`config.mk`:
```
export PLATFORM = sky130hd
export DESIGN_NAME = sim_run_ctrl
export DESIGN_NICKNAME = d
export VERILOG_FILES = /design/src/rtl/sim_ctrl_pkg.sv /design/src/rtl/pc_repeat_det.sv /design/src/rtl/sim_run_ctrl.sv
export SDC_FILE = /design/constraint.sdc
export NUM_CORES = 1
export LEC_CHECK = 0
export BUFFER_PORTS_ARGS = -buffer_cell sky130_fd_sc_hd__buf_4
export CORE_MARGIN = 4
export CORE_UTILIZATION = 50
export CTS_BUF_LIST = sky130_fd_sc_hd__clkbuf_4 sky130_fd_sc_hd__clkbuf_8 sky130_fd_sc_hd__clkbuf_16
export DETAILED_ROUTE_END_ITERATION = 8
export GPL_ROUTABILITY_DRIVEN = 0
export GPL_TIMING_DRIVEN = 0
export HOLD_SLACK_MARGIN = 0.15
export PLACE_DENSITY = 0.68
export SKIP_LAST_GASP = 1
export SLEW_MARGIN = 20
export SYNTH_ARGS = -nofsm -noshare
export SYNTH_HDL_FRONTEND = slang
export SYNTH_SLANG_ARGS = --single-unit
```
`constraint.sdc`:
```
create_clock -name clk -period 5.5 [get_ports clk]
set_input_delay 0 -clock clk [delete_from_list [all_inputs] [get_ports clk]]
set_output_delay 0 -clock clk [all_outputs]
set_load 0.03 [all_outputs]
```
`src/rtl/sim_ctrl_pkg.sv`:
```
// Shared constants for the simulation run controller: default parameters
// and the FSM state encoding.
package sim_ctrl_pkg;

  localparam int DEF_RESET_CYCLES = 5;
  localparam int DEF_MAX_CYCLES   = 3250;
  localparam int DEF_HALT_REPEAT  = 3;
  localparam int DEF_DRAIN_CYCLES = 4;
  localparam int DEF_PC_W         = 32;
  localparam int DEF_CNT_W        = 32;

  localparam logic [2:0] ST_HOLD    = 3'd0;
  localparam logic [2:0] ST_RUN     = 3'd1;
  localparam logic [2:0] ST_DRAIN   = 3'd2;
  localparam logic [2:0] ST_HALTED  = 3'd3;
  localparam logic [2:0] ST_TIMEOUT = 3'd4;

  function automatic int max2(input int a, input int b);
    return (a > b) ? a : b;
  endfunction

endpackage

```
`src/rtl/pc_repeat_det.sv`:
```
// Halt detector: flags the commit that makes HALT_REPEAT consecutive
// retirements at the same PC.
module pc_repeat_det #(
  parameter int PC_W        = 32,
  parameter int HALT_REPEAT = 3
) (
  input  logic            clk,
  input  logic            reset,
  input  logic            clr_i,
  input  logic            en_i,
  input  logic            commit_valid_i,
  input  logic [PC_W-1:0] commit_pc_i,
  output logic            hit_o
);

  localparam int RW = $clog2(HALT_REPEAT + 1);

  logic [PC_W-1:0] last_pc_q;
  logic [RW-1:0]   rep_q, rep_d;

  // Saturate so a stalled FSM can never wrap the count back below threshold.
  always_comb begin
    rep_d = RW'(1);
    if (commit_pc_i == last_pc_q)
      rep_d = (rep_q == RW'(HALT_REPEAT)) ? rep_q : rep_q + RW'(1);
  end

  assign hit_o = en_i && commit_valid_i && (rep_d == RW'(HALT_REPEAT));

  always_ff @(posedge clk or posedge reset) begin
    if (reset) begin
      last_pc_q <= '0;
      rep_q     <= '0;
    end else if (clr_i) begin
      last_pc_q <= '0;
      rep_q     <= '0;
    end else if (en_i && commit_valid_i) begin
      last_pc_q <= commit_pc_i;
      rep_q     <= rep_d;
    end
  end

endmodule

```
`src/rtl/sim_run_ctrl.sv`:
```
// Run controller for a CPU under simulation: reset sequencing, halt/timeout
// detection, cycle and retirement counters. RESET_CYCLES must be at least 1.
module sim_run_ctrl
  import sim_ctrl_pkg::*;
#(
  parameter int RESET_CYCLES = DEF_RESET_CYCLES,
  parameter int MAX_CYCLES   = DEF_MAX_CYCLES,
  parameter int HALT_REPEAT  = DEF_HALT_REPEAT,
  parameter int DRAIN_CYCLES = DEF_DRAIN_CYCLES,
  parameter int PC_W         = DEF_PC_W,
  parameter int CNT_W        = DEF_CNT_W
) (
  input  logic             clk,
  input  logic             reset,
  input  logic             rerun,
  input  logic             commit_valid,
  input  logic [PC_W-1:0]  commit_pc,
  output logic             cpu_reset,
  output logic             running,
  output logic             done,
  output logic             halted,
  output logic             timed_out,
  output logic [CNT_W-1:0] cycle_cnt,
  output logic [CNT_W-1:0] commit_cnt
);

  // One phase counter serves both the HOLD and DRAIN sequences.
  localparam int PH_W = $clog2(max2(RESET_CYCLES, DRAIN_CYCLES) + 2);

  logic [2:0]       state_q, state_d;
  logic [PH_W-1:0]  ph_q, ph_d;
  logic [CNT_W-1:0] cyc_q, cyc_d, com_q, com_d, cyc_inc;
  logic             det_en, det_clr, det_hit;
  logic             cpu_reset_q, running_q, done_q, halted_q, timed_out_q;

  assign det_en = (state_q == ST_RUN);

  pc_repeat_det #(
    .PC_W        (PC_W),
    .HALT_REPEAT (HALT_REPEAT)
  ) u_det (
    .clk            (clk),
    .reset          (reset),
    .clr_i          (det_clr),
    .en_i           (det_en),
    .commit_valid_i (commit_valid),
    .commit_pc_i    (commit_pc),
    .hit_o          (det_hit)
  );

  always_comb begin
    state_d = state_q;
    ph_d    = ph_q;
    cyc_d   = cyc_q;
    com_d   = com_q;
    det_clr = 1'b0;
    cyc_inc = cyc_q + CNT_W'(1);

    if (state_q == ST_RUN || state_q == ST_DRAIN) begin
      cyc_d = cyc_inc;
      if (commit_valid && !(&com_q)) com_d = com_q + CNT_W'(1);
    end

    case (state_q)
      ST_HOLD: begin
        if (ph_q == PH_W'(RESET_CYCLES - 1)) begin
          state_d = ST_RUN;
          ph_d    = '0;
        end else begin
          ph_d = ph_q + PH_W'(1);
        end
      end
      // Halt takes priority over a timeout landing on the same edge.
      ST_RUN: begin
        if (det_hit) begin
          state_d = (DRAIN_CYCLES == 0) ? ST_HALTED : ST_DRAIN;
          ph_d    = '0;
        end else if (cyc_inc == CNT_W'(MAX_CYCLES)) begin
          state_d = ST_TIMEOUT;
        end
      end
      ST_DRAIN: begin
        if (ph_q == PH_W'(DRAIN_CYCLES - 1)) state_d = ST_HALTED;
        else                                 ph_d    = ph_q + PH_W'(1);
      end
      ST_HALTED, ST_TIMEOUT: begin
        if (rerun) begin
          state_d = ST_HOLD;
          ph_d    = '0;
          cyc_d   = '0;
          com_d   = '0;
          det_clr = 1'b1;
        end
      end
      default: state_d = ST_HOLD;
    endcase
  end

  always_ff @(posedge clk or posedge reset) begin
    if (reset) begin
      state_q     <= ST_HOLD;
      ph_q        <= '0;
      cyc_q       <= '0;
      com_q       <= '0;
      cpu_reset_q <= 1'b1;
      running_q   <= 1'b0;
      done_q      <= 1'b0;
      halted_q    <= 1'b0;
      timed_out_q <= 1'b0;
    end else begin
      state_q     <= state_d;
      ph_q        <= ph_d;
      cyc_q       <= cyc_d;
      com_q       <= com_d;
      cpu_reset_q <= (state_d == ST_HOLD);
      running_q   <= (state_d == ST_RUN) || (state_d == ST_DRAIN);
      done_q      <= (state_d == ST_HALTED) || (state_d == ST_TIMEOUT);
      halted_q    <= (state_d == ST_HALTED);
      timed_out_q <= (state_d == ST_TIMEOUT);
    end
  end

  assign cpu_reset  = cpu_reset_q;
  assign running    = running_q;
  assign done       = done_q;
  assign halted     = halted_q;
  assign timed_out  = timed_out_q;
  assign cycle_cnt  = cyc_q;
  assign commit_cnt = com_q;

endmodule

```
==> impl_metrics.csv <==
group,metric,value,unit
status,status,"finished, final reports clean",
logic_synthesis,yosys.area_share.xor_xnor,0.134,
floorplanning,coreArea,0.0116,sq mm
timing,skew,5.37,ps
setup_path,worst-path-buf-inv,1,
floorplanning,io_pins,105,
setup_path,worst-setup-path-type,"flip-flop to flip-flop",
global_routing,grt_max_degree,64,
logic_synthesis,yosys_most_used_dff,"dfrtp_1",
logic_synthesis,seq_area_frac_synth,0.454,
timing,max-slew-margin-rel,0.369,
cells_and_area,multi_input_area,0.00305,sq mm
cells_and_area,final_cell_mix,"dfrtp_1, nand2_1, buf_4",
placement,dp_slack,2640,ps
timing,fin_tns_setup,0,ps
global_routing,overflow,0,
clock_network,cts_tree,"done",
setup_path,crit_family,"simple AND/OR/NAND/NOR gates",
clock_network,cts_root_buffer,"clkbuf_16",
routing,ant_nets,0,
logic_synthesis,synthAdderAreaFrac,0.0125,
timing,final_hold_viol_count,0,
placement,numPortBuffers,104,
routing,drc,0,
logic_synthesis,synthesis.nets,709,
logic_synthesis,ys_ff_latch,109,
floorplanning,die_w,118,um
setup_path,slowest_stage,"nor4_1",
clock_network,cts_max_level,3,
logic_synthesis,yosys_warnings,0,
clock_network,cts_hold_buf,35,
logic_synthesis,synth-edff-count,0,
floorplanning,die_h,118,um
timing,slew_viol_final,0,
placement,dp_hpwl,10600,um
floorplanning,num_rows,39,
run,drv_cap,0,
cells_and_area,seq_area,0.00273,sq mm
logic_synthesis,synth.area.mux_share,0.0140,
logic_synthesis,yosysTopAreaCell,"dfrtp_1",
cells_and_area,fin_nets,860,
cells_and_area,final_common_cell,"dfrtp_1",
logic_synthesis,async_reset_ff_frac,1.00,
setup_path,cp.required,5770,ps
logic_synthesis,synth_top_family_by_area,"simple AND/OR/NAND/NOR gates",
pwr,peakVddDrop,0.348,mV
logic_synthesis,synth_cells,667,
timing,min_period_over_period,0.531,
setup_path,path_cells,"clkbuf_2 > nand4_1 > nor4_1 > a41o_2 > o2111ai_1 > or4_4 > o21ai_1",
timing,fmax,343,MHz
setup_path,path_max_fanout,7,
logic_synthesis,synth_area,0.00601,sq mm
setup_path,worstPathArrival,3190,ps
routing,routedWlPerCell,15.8,um
global_routing,track_usage,0.230,
setup_path,critPathMaxStageDelay,830,ps
global_routing,grt_pass1_wl,26300,um
setup_path,end_kind,"flip-flop",
routing,routed_wl,15200,um
cells_and_area,drive_above_1_share,0.177,
setup_path,cp-start-kind,"flip-flop",
floorplanning,start_util,0.519,
clock_network,worst_skew_pair.late_latency,350,ps
logic_synthesis,synth_simple_gate_area_frac,0.264,
logic_synthesis,syn_area_per_cell,9.01,sq um
cells_and_area,diodes,0,
routing,viasPerCell,5.49,
routing,num_vias,5294,
timing,min_period,2920,ps
clock_network,cts.sinks,109,
logic_synthesis,synth_top_area_frac,0.450,
hold_path,min_path_type,"input pin to async pin",
logic_synthesis,synth_cell_types,57,
timing,fin_ws,2580,ps
clock_network,cts_buffers,9,
timing,tightest_slew,938,ps
clock_network,post_cts_buffers,0,
pwr,cellPowerDensity,295,mW/mm^2
cells_and_area,syn_to_final_growth,26.9,%
clock_network,cts_max_path_buffers,2,
pwr,p_leak,0.00347,uW
logic_synthesis,synth_compound_area_frac,0.0835,
floorplanning,die_area,0.0138,sq mm
timing,final-setup-viol-count,0,
clock_network,clkTransAtPathRegs,70,ps
logic_synthesis,synthTopCellsByArea,"dfrtp_1, xor2_1, nand2_1",
timing,rsz0062_at_grt,"false",
cells_and_area,nFillCells,971,
global_routing,first_global_vias,5133,
clock_network,ctsResizeCount,0,
global_routing,grt_antenna_before_repair,0,
timing,hold_slack,244,ps
routing,detail_route.iter0.violations,312,
routing,firstDrtPassIters,5,
synthesized netlist by cell type, drive strengths merged, types with 4 or more instances:
cell type and number:
a21oi 16, and2 7, and3 9, and4 11, buf 6, clkbuf 26
dfrtp 108, ha 6, inv 14, mux2i 5, nand2 106, nand2b 4
nand3 32, nand4 24, nor2 77, nor2b 4, nor3 13, nor4 15
o21ai 48, or3 7, xnor2 26, xor2 66
routing by layer:
metal / routed length [um] / vias to the layer above / GRT usage
met4: 103 / 0 / 0.0462
met1: 7110 / 2554 / 0.329
met5: 0 / - / 0
met2: 7050 / 154 / 0.350
li1: - / 2578 / -
met3: 959 / 8 / 0.0644
sequential cells by signal, indices dropped and copies added (netlist names):
signal / count
commit_cnt: 32
cpu_reset: 1
cycle_cnt: 32
done: 1
halted: 1
ph_q: 3
running: 1
state_q: 3
timed_out: 1
u_det.last_pc_q: 32
u_det.rep_q: 2
cell families after synthesis:
family	count (synthesis)
AOI/OAI and AO/OA	87
xor gates and xnor gates	92
adders and majority gates	6
buffers and inverters	46
DFF	109
muxes	8
and+or+nand+nor	319
where the power goes:
part           switching, uW  internal, uW
Sequential               129           890
Clock                    286           338
Combinational            354           252
Total                    769          1480
area by class of cell:
| class | instances | area share |
|---|---|---|
| Timing Repair Buffer | 140 | 0.152 |
| Buffer | 32 | 0.0230 |
| Sequential cell | 109 | 0.358 |
| Clock inverter | 1 | 0.000985 |
| Tap cell | 143 | 0.0235 |
| Clock buffer | 13 | 0.0351 |
| Multi-Input combinational cell | 512 | 0.400 |
| Inverter | 14 | 0.00755 |
worst min-delay path: stages:
cell           delay, ps
dlygate4sd3_1        540
buf_4                150
inv_6                330
worst paths after layout:
kind,startpoint,slack [ps],to,depth (start not counted)
worst max-delay path,cycle_cnt[2]$_DFF_PP0_,2580,done$_DFF_PP0_,7
worst min-delay path,reset,240,u_det.last_pc_q[7]$_DFFE_PP0P_,3
worst max register to register,cycle_cnt[2]$_DFF_PP0_,2580,done$_DFF_PP0_,7
worst min register to register,u_det.rep_q[0]$_DFFE_PP0P_,500,u_det.rep_q[0]$_DFFE_PP0P_,1
max in group asynchronous,reset,4610,cycle_cnt[3]$_DFF_PP0_,4
min in group clk,commit_pc[12],420,u_det.last_pc_q[12]$_DFFE_PP0P_,4
per-stage QoR:
stage / utilization / power [uW] / instances / cell area (sq um)
finish: 0.659 / 2250 / 964 / 7620
global route: 0.659 / 2380 / 964 / 7620
CTS: 0.659 / 2270 / 964 / 7620
detailed placement: 0.605 / 1620 / 915 / 7000
global placement: 0.602 / 1600 / 914 / 6970
floorplan: - / 1400 / 667 / 6010
No activity file was read; power rests on OpenSTA's default activity.
